===== src/rtl/seq_divider_8_pkg.sv =====
// Shared definitions for the sequential restoring divider: FSM state encoding
// and the quotient value reported for a divide by zero.
package seq_divider_8_pkg;

    typedef enum logic [1:0] {
        ST_IDLE = 2'd0,
        ST_CALC = 2'd1,
        ST_DONE = 2'd2
    } div_state_t;

    localparam int DIV_WIDTH = 8;

    // Wide all-ones pattern; sized down to the operand width where it is used
    localparam logic [63:0] DBZ_QUOTIENT = '1;

endpackage


===== src/rtl/seq_divider_8_div_step.sv =====
// One combinational restoring-division iteration: shift in the next dividend
// bit, trial-subtract the divisor and either keep the difference or restore.
module div_step
    import seq_divider_8_pkg::*;
#(
    parameter int WIDTH = DIV_WIDTH
) (
    input  logic [WIDTH-1:0] i_rem,
    input  logic             i_bit,
    input  logic [WIDTH-1:0] i_divisor,
    output logic [WIDTH-1:0] o_rem,
    output logic             o_qBit
);

    logic [WIDTH:0] w_trial;
    logic [WIDTH:0] w_diff;

    assign w_trial = {i_rem, i_bit};

    // Subtract as a + ~b + 1. The kept remainder is always below the divisor,
    // so a non-negative difference never reaches bit WIDTH; that bit is therefore
    // the borrow-out and selects the restore path.
    assign w_diff = w_trial + ~{1'b0, i_divisor} + (WIDTH + 1)'(1);

    assign o_qBit = ~w_diff[WIDTH];
    assign o_rem  = o_qBit ? w_diff[WIDTH-1:0] : w_trial[WIDTH-1:0];

endmodule


===== src/rtl/seq_divider_8.sv =====
// Multi-cycle unsigned restoring divider producing one quotient bit per clock,
// with a single-cycle done pulse and a divide-by-zero shortcut.
module seq_divider_8
    import seq_divider_8_pkg::*;
#(
    parameter int WIDTH = DIV_WIDTH
) (
    input  logic             clk,
    input  logic             rst,
    input  logic             start,
    input  logic [WIDTH-1:0] dividend,
    input  logic [WIDTH-1:0] divisor,
    output logic             busy,
    output logic             done,
    output logic [WIDTH-1:0] quotient,
    output logic [WIDTH-1:0] remainder,
    output logic             div_by_zero
);

    localparam int CW = $clog2(WIDTH);

    div_state_t       r_state;
    div_state_t       w_nextState;
    logic [WIDTH-1:0] r_divisor;
    logic [WIDTH-1:0] r_rem;
    logic [WIDTH-1:0] r_shiftQ;
    logic [CW-1:0]    r_count;
    logic [WIDTH-1:0] r_quotient;
    logic [WIDTH-1:0] r_remainder;
    logic             r_divByZero;

    logic [WIDTH-1:0] w_stepRem;
    logic             w_qBit;
    logic             w_lastStep;

    assign w_lastStep = (r_count == CW'(WIDTH - 1));

    div_step #(
        .WIDTH(WIDTH)
    ) u_step (
        .i_rem    (r_rem),
        .i_bit    (r_shiftQ[WIDTH-1]),
        .i_divisor(r_divisor),
        .o_rem    (w_stepRem),
        .o_qBit   (w_qBit)
    );

    always_ff @(posedge clk or posedge rst) begin
        if (rst) begin
            r_state <= ST_IDLE;
        end else begin
            r_state <= w_nextState;
        end
    end

    always_comb begin
        w_nextState = r_state;
        case (r_state)
            ST_IDLE: begin
                if (start) begin
                    w_nextState = (divisor == '0) ? ST_DONE : ST_CALC;
                end
            end
            ST_CALC: begin
                if (w_lastStep) begin
                    w_nextState = ST_DONE;
                end
            end
            ST_DONE: w_nextState = ST_IDLE;
            default: w_nextState = ST_IDLE;
        endcase
    end

    // Result registers only move on completion so they hold across a new request
    always_ff @(posedge clk or posedge rst) begin
        if (rst) begin
            r_divisor   <= '0;
            r_rem       <= '0;
            r_shiftQ    <= '0;
            r_count     <= '0;
            r_quotient  <= '0;
            r_remainder <= '0;
            r_divByZero <= 1'b0;
        end else begin
            case (r_state)
                ST_IDLE: begin
                    if (start && (divisor != '0)) begin
                        r_divisor <= divisor;
                        r_rem     <= '0;
                        r_shiftQ  <= dividend;
                        r_count   <= '0;
                    end else if (start) begin
                        r_quotient  <= WIDTH'(DBZ_QUOTIENT);
                        r_remainder <= dividend;
                        r_divByZero <= 1'b1;
                    end
                end
                ST_CALC: begin
                    r_rem    <= w_stepRem;
                    r_shiftQ <= {r_shiftQ[WIDTH-2:0], w_qBit};
                    r_count  <= r_count + CW'(1);
                    if (w_lastStep) begin
                        r_quotient  <= {r_shiftQ[WIDTH-2:0], w_qBit};
                        r_remainder <= w_stepRem;
                        r_divByZero <= 1'b0;
                    end
                end
                default: begin
                end
            endcase
        end
    end

    assign busy        = (r_state != ST_IDLE);
    assign done        = (r_state == ST_DONE);
    assign quotient    = r_quotient;
    assign remainder   = r_remainder;
    assign div_by_zero = r_divByZero;

endmodule


===== config.mk =====
export PLATFORM = sky130hd
export DESIGN_NAME = seq_divider_8
export DESIGN_NICKNAME = d
export VERILOG_FILES = /design/src/rtl/seq_divider_8_pkg.sv /design/src/rtl/seq_divider_8_div_step.sv /design/src/rtl/seq_divider_8.sv
export SDC_FILE = /design/constraint.sdc
export NUM_CORES = 1
export LEC_CHECK = 0
export CORE_MARGIN = 5
export CORE_UTILIZATION = 47
export DETAILED_ROUTE_END_ITERATION = 10
export PLACE_DENSITY = 0.76
export SETUP_SLACK_MARGIN = 0.02
export SLEW_MARGIN = 20
export SYNTH_ARGS = -nofsm -noshare
export SYNTH_HDL_FRONTEND = slang
export SYNTH_SLANG_ARGS = --single-unit

===== constraint.sdc =====
create_clock -name clk -period 3.2 [get_ports clk]
set_clock_uncertainty 0.15 [all_clocks]
set_input_delay 0.64 -clock clk [delete_from_list [all_inputs] [get_ports clk]]
set_output_delay 0.64 -clock clk [all_outputs]
set_load 0.05 [all_outputs]

# Word level (Yosys, flattened, before mapping)
# Index checks and enable logic that the tools add are counted.
[word_totals]
register_bits = 46
output_inout_bits = 19
word_cells = 53
[classes]
mux = 23
reduce_logical = 10
addsub = 3
eq_ne = 7
bitwise = 2
[ops]
columns = ["operator", "n"]
rows = [
  ["two-way mux 8 bit", 9],
  ["one-hot mux 8 bit (2 select lines)", 4],
  ["adder 9 x 1 -> 9 bit (second input constant)", 1],
  ["adder 9 bit", 1],
  ["NOT 8 -> 9 bit", 1],
  ["logical NOT 8 bit", 1],
  ["!= test 2 bit (second input constant)", 4],
  ["nonzero test 8 bit", 1],
  ["two-way mux 2 bit", 3],
  ["one-hot mux 3 bit (2 select lines)", 1],
  ["AND reduction 2 bit", 3],
  ["one-hot mux 2 bit (2 select lines)", 1],
  ["AND reduction 4 bit", 1],
  ["nonzero test 2 bit", 2],
  ["adder 3 x 1 -> 3 bit (second input constant)", 1],
  ["== test 3 bit (second input constant)", 1],
  ["two-way mux 1 bit", 3],
  ["two-way mux 3 bit", 1],
  ["== test 2 x 1 -> 1 bit (second input constant)", 1],
  ["== test 2 bit (second input constant)", 1],
  ["logical NOT 2 bit", 1],
  ["one-hot mux 1 bit (2 select lines)", 1],
  ["logical AND 1 bit", 1],
  ["NOT 1 bit", 1],
]

# Logic depth before layout (Yosys ltp)
# Gate-level depths: netlist of run 1.
[depth]
depth_word = 6
ltp_mapped = 10
depth_no_buf = 10

# By module
# A second synthesis of run 1 with hierarchy kept.
[hier_totals]
hier_cells = 229
area_unflattened_um2 = 2508.7
[by_module_without_submodules]
columns = ["module", "instances", "cells_each", "area_each_um2", "seq_area_each_um2"]
rows = [
  ["seq_divider_8", 1, 171, 2023.2, 1151.1],
  ["div_step", 1, 58, 485.5, 0.0],
]

# Worst setup path before layout of run 1
# OpenSTA, ideal clock, no wires.
[synth_timing]
kind = "reg-to-reg"
start = "reg r_shiftQ[7]"
end = "reg r_rem[0]"
stages_incl_launch_ff = 11
setup_time_ps = 83
arrival_ps = 2321
slack_ps = 646
cell_sequence = "dfrtp_1 -> inv_1 -> ha_1 -> inv_1 -> fa_1 -> a211oi_2 -> nor3_2 -> nor3_4 -> xor2_4 -> mux2_1 -> o22ai_1"
[synth_between]
elab_chain_cells = 4
[synth_rtl]
columns = ["item", "line", "source"]
rows = [
  ["start, declared", "seq_divider_8.sv:26", "logic [WIDTH-1:0] r_shiftQ;"],
  ["start signal, assigned", "seq_divider_8.sv:90", "r_shiftQ <= dividend;"],
  ["start signal, assigned", "seq_divider_8.sv:100", "r_shiftQ <= {r_shiftQ[WIDTH-2:0], w_qBit};"],
  ["adder 9 bit", "seq_divider_8_div_step.sv:23", "assign w_diff = w_trial + ~{1'b0, i_divisor} + (WIDTH + 1)'(1);"],
  ["adder 9 x 1 -> 9 bit", "seq_divider_8_div_step.sv:23", ""],
  ["two-way mux 8 bit *", "seq_divider_8_div_step.sv:26", "assign o_rem = o_qBit ? w_diff[WIDTH-1:0] : w_trial[WIDTH-1:0];"],
  ["one-hot mux 8 bit (2 select lines) *", "seq_divider_8.sv:85", "case (r_state)"],
  ["end signal, assigned", "seq_divider_8.sv:99", "r_rem <= w_stepRem;"],
  ["end, declared", "seq_divider_8.sv:25", "logic [WIDTH-1:0] r_rem;"],
]
# Every way passes the cells marked *; elsewhere a longest branch is shown, timed or not.
# A chain may end at the register's enable or synchronous reset.

# Worst setup path after layout of run 1
# Same ends and word-level chain as after synthesis.

==> impl_summary.log, run 1 <==
INFO  metric hold_bufs_at_cts = 0
INFO  metric route.detailed.drc = 0
INFO  metric cts_root_buf = sky130_fd_sc_hd__clkbuf_8
INFO  metric post_dr_vias_cell = 5.41
INFO  metric rsz0062_at_grt = no
INFO  metric place.gp.congestion = 0.793
INFO  metric initial_core_util = 47.7%
INFO  metric clock_tree.buffer_depth = 2
INFO  metric topRoutingLayerUsed = met4
INFO  metric dr.pass1.iters = 4
INFO  metric groute.usage.overall = 19.0%
INFO  metric floorplan.die.width = 81.3 um
INFO  metric slew_headroom = 56.5%
INFO  metric cts_buffers = 5
INFO  metric setup_violations = 0
INFO  metric dpl-instance-area = 2860 sq um
INFO  metric total_of_warnings_raised_by_yosys = 0
INFO  metric post_synthesis_instance_area = 2390 sq um
INFO  metric globalRoute.totalOverflow = 0
INFO  metric maxCapViolations = 0
INFO  metric synthesis.instances = 237
INFO  metric max_slew.worst_pin.slew = 0.653 ns
INFO  metric layout.core_utilization = 59.0%
INFO  metric wl_met3 = 262 um
INFO  metric area_used_by_multi_input_combinational_logic = 1150 sq um
INFO  metric num_antenna_cells = 0
INFO  metric synth.net_count = 267
INFO  metric io_buffers = 37
INFO  metric std_cell_rows = 26
INFO  metric clock_sink_count = 46
INFO  metric fill_cells = 480
INFO  metric layout.cells.most_common = sky130_fd_sc_hd__dfrtp_1
INFO  metric dpl.hpwl = 4090 um
INFO  metric timing.critical_path.arrival = 2.85 ns
INFO  metric cp.required = 3.26 ns
INFO  metric synthArstFlopShare = 100%
INFO  metric synth_seq_area_share = 48.2%
INFO  metric final_cell_mix = 46 x sky130_fd_sc_hd__dfrtp_1, 37 x sky130_fd_sc_hd__clkdlybuf4s50_1, 33 x sky130_fd_sc_hd__nand2_1, 26 x sky130_fd_sc_hd__o21ai_0
INFO  metric number_of_antenna_violations_at_the_first_check_in_global_routing = 0
INFO  metric synth-seq-cells = 46
INFO  metric final_period_minus_worst_setup_slack = 2.78 ns
INFO  metric grt_start_max_net_pins = 29
INFO  metric setup_tns = 0 ns
INFO  metric cts_setup_buffers = 0
INFO  metric syn2layout_area_growth = 23.6%
INFO  metric worstSetupStartpointType = register
INFO  metric clock_insertion_delay_worst_skew = 0.30 ns
INFO  metric worstPathMaxFanout = 7
INFO  metric grt_pass1_wl = 9660 um
INFO  metric cts.reportedPaths.clkPinSlew = 0.09 ns
INFO  metric min-delay-path-class = reg -> reg
INFO  metric finalHoldViolations = 0
INFO  metric io-pin-count = 38
INFO  metric fin_worst_hold_slack = 0.348 ns
INFO  metric synth-edff-count = 0
INFO  metric h_tree_depth = 2
INFO  metric die-area = 6610 sq um
INFO  metric met2_wirelength = 2610 um
INFO  metric antenna_violating_nets_post_route = 0
INFO  metric ctsResizeCount = 0
INFO  metric detail_route.wl_per_cell = 15.8 um
INFO  metric tritoncts = done
INFO  metric route.final.wire_length = 5500 um
INFO  metric floorplan.die.height = 81.3 um
INFO  metric drtIter0Drc = 74
INFO  metric final_layout_size_suffix_gt1_share = 9.68%
INFO  metric netlist-cell-type-count = 40
INFO  metric slew_violations = 0
INFO  metric routedLengthMet1 = 2560 um
INFO  metric finish.instance_area = 2950 sq um
INFO  metric synth.avg_cell_area = 10.1 sq um
INFO  metric seqCellArea = 1150 sq um
INFO  metric post-route-period-util = 86.9%
INFO  metric maxClockFrequency = 360 MHz
INFO  metric dr_total_vias = 1889
INFO  metric status = finished, final reports clean
INFO  metric commonest_register_cell_after_synthesis = sky130_fd_sc_hd__dfrtp_1
INFO  metric crit_path_end_kind = register
INFO  metric first_global_vias = 2008
INFO  metric coreArea = 5010 sq um
INFO  metric setup.worst_path.class = reg -> reg
INFO  metric design.final.nets = 308
==> registers in the layout, indices dropped and copies added (netlist names) <==
signal	cells
r_count	3
remainder	8
r_shiftQ	8
quotient	8
r_state	2
r_rem	8
div_by_zero	1
r_divisor	8
==> per-stage QoR <==
stage / instances / setup WS (ns)
global placement: 341 / 0.482
floorplan: 237 / 0.646
finish: 349 / 0.418
global route: 349 / 0.239
detailed placement: 341 / 0.439
CTS: 349 / 0.402
==> routing by layer <==
metal  track usage [%]  up-vias
met1              26.0      926
li1                  -      911
met3              3.66        8
met5                 0        -
met4              5.07        0
met2              30.7       44
==> worst max-delay path, stage by stage, from the launching register on <==
cell and delay, ns:
sky130_fd_sc_hd__dfrtp_1 0.36, sky130_fd_sc_hd__inv_1 0.08, sky130_fd_sc_hd__ha_1 0.16, sky130_fd_sc_hd__inv_1 0.05, sky130_fd_sc_hd__fa_1 0.43, sky130_fd_sc_hd__a211oi_2 0.27, sky130_fd_sc_hd__nor3_2 0.09, sky130_fd_sc_hd__nor3_4 0.27
sky130_fd_sc_hd__xor2_4 0.28, sky130_fd_sc_hd__mux2_1 0.37, sky130_fd_sc_hd__o22ai_1 0.16
==> cells in the mapped netlist (3+ instances only) <==
cell type	number	area [sq um]
sky130_fd_sc_hd__nor2_1	10	37.5
sky130_fd_sc_hd__nor2b_1	3	18.8
sky130_fd_sc_hd__dfrtp_1	46	1150
sky130_fd_sc_hd__o21a_1	3	22.5
sky130_fd_sc_hd__xnor2_1	5	43.8
sky130_fd_sc_hd__nand2_1	33	124
sky130_fd_sc_hd__mux2i_1	13	130
sky130_fd_sc_hd__o21ai_0	26	130
sky130_fd_sc_hd__inv_1	13	48.8
sky130_fd_sc_hd__nand3_1	5	25.0
sky130_fd_sc_hd__a21oi_1	13	65.1
sky130_fd_sc_hd__clkbuf_1	8	30.0
sky130_fd_sc_hd__o22a_1	8	70.1
sky130_fd_sc_hd__ha_1	10	125
sky130_fd_sc_hd__o22ai_1	7	43.8
==> cells by family (layout without fill, tap and decap cells) <==
logic type	count (synthesis)	count (layout)	synth area share, %
mux	15	15	6.39
fa+ha+maj	11	11	6.07
xor+xnor	7	7	3.67
buf+inv	24	66	4.19
simple gates	62	62	12.0
flops	46	46	48.2
compound gates	72	72	19.5
==> final cells by class <==
cell class / count / share of cell area, %
clock buffer: 5 / 2.33
multi-input combinational: 167 / 38.8
timing repair buffer: 45 / 14.6
tap: 70 / 2.96
inverter: 13 / 1.65
sequential: 46 / 39.0
clock inverter: 3 / 0.720
==> path summary, 6_finish.rpt <==
path,startpoint,end,slack [ns],cells after the start
max reg2reg,r_shiftQ[7]$_DFFE_PP0P_,r_rem[0]$_DFFE_PP0P_,0.42,10
min,quotient[1]$_DFFE_PP0P_,quotient[1]$_DFFE_PP0P_,0.35,1
min in group asynchronous,rst,r_shiftQ[4]$_DFFE_PP0P_,0.47,2
min reg2reg,quotient[1]$_DFFE_PP0P_,quotient[1]$_DFFE_PP0P_,0.35,1
max,r_shiftQ[7]$_DFFE_PP0P_,r_rem[0]$_DFFE_PP0P_,0.42,10
max in group asynchronous,rst,remainder[0]$_DFFE_PP0P_,1.83,3
Power of run 1 is left out: the tool's default activity adds up to more than one toggle a clock period on the data nets, which glitch-free logic cannot reach.
==> run 2: changes to the inputs <==
--- a/config.mk
+++ b/config.mk
@@ -13,4 +13,5 @@
 export SLEW_MARGIN = 20
 export SYNTH_ARGS = -nofsm -noshare
 export SYNTH_HDL_FRONTEND = slang
+export SYNTH_HIERARCHICAL = 1
 export SYNTH_SLANG_ARGS = --single-unit
==> impl_summary.log, run 2 <==
INFO  metric status = finished, final reports clean
INFO  metric route.detailed.drc = 0
INFO  metric worstSetupStartpointType = register
INFO  metric cts_buffers = 5
INFO  metric std_cell_rows = 26
INFO  metric slew_violations = 0
INFO  metric floorplan.die.width = 83.1 um
INFO  metric layout.cells.most_common = sky130_fd_sc_hd__dfrtp_1
INFO  metric netlist-cell-type-count = 41
INFO  metric place.gp.congestion = 0.841
INFO  metric dr_total_vias = 1921
INFO  metric number_of_antenna_violations_at_the_first_check_in_global_routing = 0
INFO  metric grt_pass1_wl = 10000 um
INFO  metric synth.net_count = 259
INFO  metric path_cells = inv_1 -> ha_1 -> inv_1 -> fa_1 -> a21o_1 -> a21oi_4 -> o31ai_4 -> xor2_2 -> mux2_2 -> mux2_2 -> mux2_2
INFO  metric post-route-period-util = 96.1%
INFO  metric floorplan.die.height = 83.1 um
INFO  metric clock_insertion_delay_worst_skew = 0.30 ns
INFO  metric crit_path_end_kind = register
INFO  metric worst_path_max_delay_cell = sky130_fd_sc_hd__fa_1
INFO  metric maxClockFrequency = 325 MHz
INFO  metric globalRoute.totalOverflow = 0
INFO  metric clock_sink_count = 46
INFO  metric slew_headroom = 40.2%
INFO  metric min-delay-path-class = reg -> reg
INFO  metric finalHoldViolations = 0
INFO  metric ys_top_cells_by_area = sky130_fd_sc_hd__dfrtp_1 46%, sky130_fd_sc_hd__mux2_2 13%, sky130_fd_sc_hd__nand2_1 5.8%, sky130_fd_sc_hd__ha_1 5.0%, sky130_fd_sc_hd__o211ai_1 4.8%
INFO  metric groute.usage.overall = 17.8%
INFO  metric cts_root_buf = sky130_fd_sc_hd__clkbuf_8
INFO  metric commonest_register_cell_after_synthesis = sky130_fd_sc_hd__dfrtp_1
INFO  metric coreArea = 5140 sq um
INFO  metric grt_start_max_net_pins = 47
INFO  metric area_used_by_multi_input_combinational_logic = 1300 sq um
INFO  metric seqCellArea = 1150 sq um
INFO  metric total_of_warnings_raised_by_yosys = 6
INFO  metric detail_route.wl_per_cell = 16.8 um
INFO  metric syn2layout_area_growth = 24.9%
INFO  metric synth.top_cells.by_count = 46 x sky130_fd_sc_hd__dfrtp_1, 39 x sky130_fd_sc_hd__nand2_1, 30 x sky130_fd_sc_hd__mux2_2
INFO  metric layoutNonFillerInstCount = 347
INFO  metric dp.cells = 334
INFO  metric synth-seq-cells = 46
INFO  metric cp.required = 3.24 ns
INFO  metric synth_seq_area_share = 45.9%
INFO  metric post_dr_vias_cell = 5.54
INFO  metric hold_bufs_at_cts = 0
INFO  metric antenna_violating_nets_post_route = 0
INFO  metric tritoncts = done
INFO  metric cp_slowest_stage_delay = 0.40 ns
INFO  metric max_slew.worst_pin.slew = 0.893 ns
INFO  metric final_cell_mix = 46 x sky130_fd_sc_hd__dfrtp_1, 39 x sky130_fd_sc_hd__nand2_1, 37 x sky130_fd_sc_hd__clkdlybuf4s50_1, 30 x sky130_fd_sc_hd__mux2_2, 16 x sky130_fd_sc_hd__o211ai_1
INFO  metric final_layout_size_suffix_gt1_share = 22.7%
INFO  metric die-area = 6900 sq um
INFO  metric worstPathMaxFanout = 5
INFO  metric dr.pass1.iters = 4
INFO  metric maxCapViolations = 0
INFO  metric dpl.hpwl = 4250 um
INFO  metric clock_tree.buffer_depth = 2
INFO  metric fill_cells = 449
INFO  metric timing.critical_path.arrival = 3.12 ns
INFO  metric synth.avg_cell_area = 11.0 sq um
INFO  metric post-synth-top-area-cell = sky130_fd_sc_hd__dfrtp_1
INFO  metric io_buffers = 37
INFO  metric synth.top_cell.area_share = 45.9%
INFO  metric setup.worst_path.class = reg -> reg
INFO  metric synthesis.instances = 229
INFO  metric design.final.nets = 306
INFO  metric first_global_vias = 1957
INFO  metric setup_violations = 0
INFO  metric synth-edff-count = 0
INFO  metric fin_worst_hold_slack = 0.346 ns
INFO  metric post_synthesis_instance_area = 2510 sq um
INFO  metric yosysMostFrequentCell = sky130_fd_sc_hd__dfrtp_1
INFO  metric h_tree_depth = 2
INFO  metric route.final.wire_length = 5840 um
INFO  metric drtIter0Drc = 150
INFO  metric cts.reportedPaths.clkPinSlew = 0.09 ns
INFO  metric num_antenna_cells = 0
INFO  metric final_period_minus_worst_setup_slack = 3.08 ns
INFO  metric initial_core_util = 48.8%
INFO  metric setup_tns = 0 ns
INFO  metric critical_path.most_common_cell = sky130_fd_sc_hd__mux2_2
INFO  metric synthArstFlopShare = 100%
INFO  metric io-pin-count = 38
## run 2: cell count changes in the layout (fill, tap and decap cells not counted), moves of 3 or more
cell | previous run | this run
sky130_fd_sc_hd__a21oi_1 | 13 | 4
sky130_fd_sc_hd__buf_4 | 8 | 11
sky130_fd_sc_hd__inv_1 | 12 | 9
sky130_fd_sc_hd__mux2_2 | 1 | 30
sky130_fd_sc_hd__mux2i_1 | 13 | 1
sky130_fd_sc_hd__nand2_1 | 33 | 39
sky130_fd_sc_hd__nand2b_1 | 1 | 5
sky130_fd_sc_hd__nand3_1 | 5 | 1
sky130_fd_sc_hd__nor2_1 | 10 | 3
sky130_fd_sc_hd__o211ai_1 | 0 | 16
sky130_fd_sc_hd__o21ai_0 | 26 | 14
sky130_fd_sc_hd__o22ai_1 | 7 | 1
sky130_fd_sc_hd__xnor2_1 | 5 | 2
## run 2: final timing paths
check / from / end / slack (ns) / cells after the start
worst max register to register: r_shiftQ[7]$_DFFE_PP0P_ / remainder[2]$_DFFE_PP0P_ / 0.12 / 11
worst min-delay path: quotient[5]$_DFFE_PP0P_ / quotient[5]$_DFFE_PP0P_ / 0.35 / 1
worst min register to register: quotient[5]$_DFFE_PP0P_ / quotient[5]$_DFFE_PP0P_ / 0.35 / 1
max in group asynchronous: rst / r_rem[2]$_DFFE_PP0P_ / 1.88 / 3
min in group asynchronous: rst / quotient[2]$_DFFE_PP0P_ / 0.64 / 3
worst max-delay path: r_shiftQ[7]$_DFFE_PP0P_ / remainder[2]$_DFFE_PP0P_ / 0.12 / 11
## run 2: worst max-delay path, delay by kind of cell (launching register included)
kind            cells  cell delay, ns
compound gates      3            0.53
xor+xnor            1            0.30
fa+ha+maj           2            0.55
buf+inv             2            0.13
flops               1            0.39
mux                 3            0.91
## run 2: layout make-up
| cell class | count | share of cell area (%) |
|---|---|---|
| clock buffers | 6 | 2.32 |
| clock inverters | 2 | 0.439 |
| inverters | 10 | 1.20 |
| multi-input cells | 164 | 41.4 |
| flip-flops and latches | 46 | 36.7 |
| well taps | 70 | 2.79 |
| repair buffers | 49 | 15.1 |
## run 2: through the flow
stage / instance area (sq um) / util [%] / worst slack (ns)
after global placement: 2990 / 58.3 / 0.166
after global routing: 3130 / 61.0 / -0.00300
after detailed placement: 2990 / 58.3 / 0.0656
after floorplan: 2510 / - / 0.281
final: 3130 / 61.0 / 0.124
after CTS: 3080 / 59.9 / 0.0508
## run 2: kinds of logic (layout without fill, tap and decap cells)
group	Yosys count	in the layout	synth area share, %
adder cells (fa/ha/maj)	11	11	5.79
flip-flops	46	46	45.9
AND/OR/NAND/NOR	60	60	11.6
multiplexers	33	33	14.9
AO/OA/AOI/OAI	54	54	15.9
XOR/XNOR	5	6	2.49
buffers and inverters	20	67	3.39
## run 2: layer usage
| layer | vias up | part of all wire (%) | wire [um] | track usage (%) |
|---|---|---|---|---|
| met5 | - | 0 | 0 | 0 |
| met4 | 0 | 1.2 | 68 | 5.65 |
| met3 | 6 | 4.8 | 281 | 3.37 |
| met2 | 59 | 49 | 2880 | 27.8 |
| met1 | 941 | 45 | 2610 | 24.9 |
| li1 | 915 | - | - | - |
## run 2: what timing repair did
| item | CTS | global route |
|---|---|---|
| setup endpoints to repair | 0 | 7 |
| resized for setup | 0 | 1 |
| buffers inserted | 0 | 4 |
Power of run 2 is left out for the same reason.
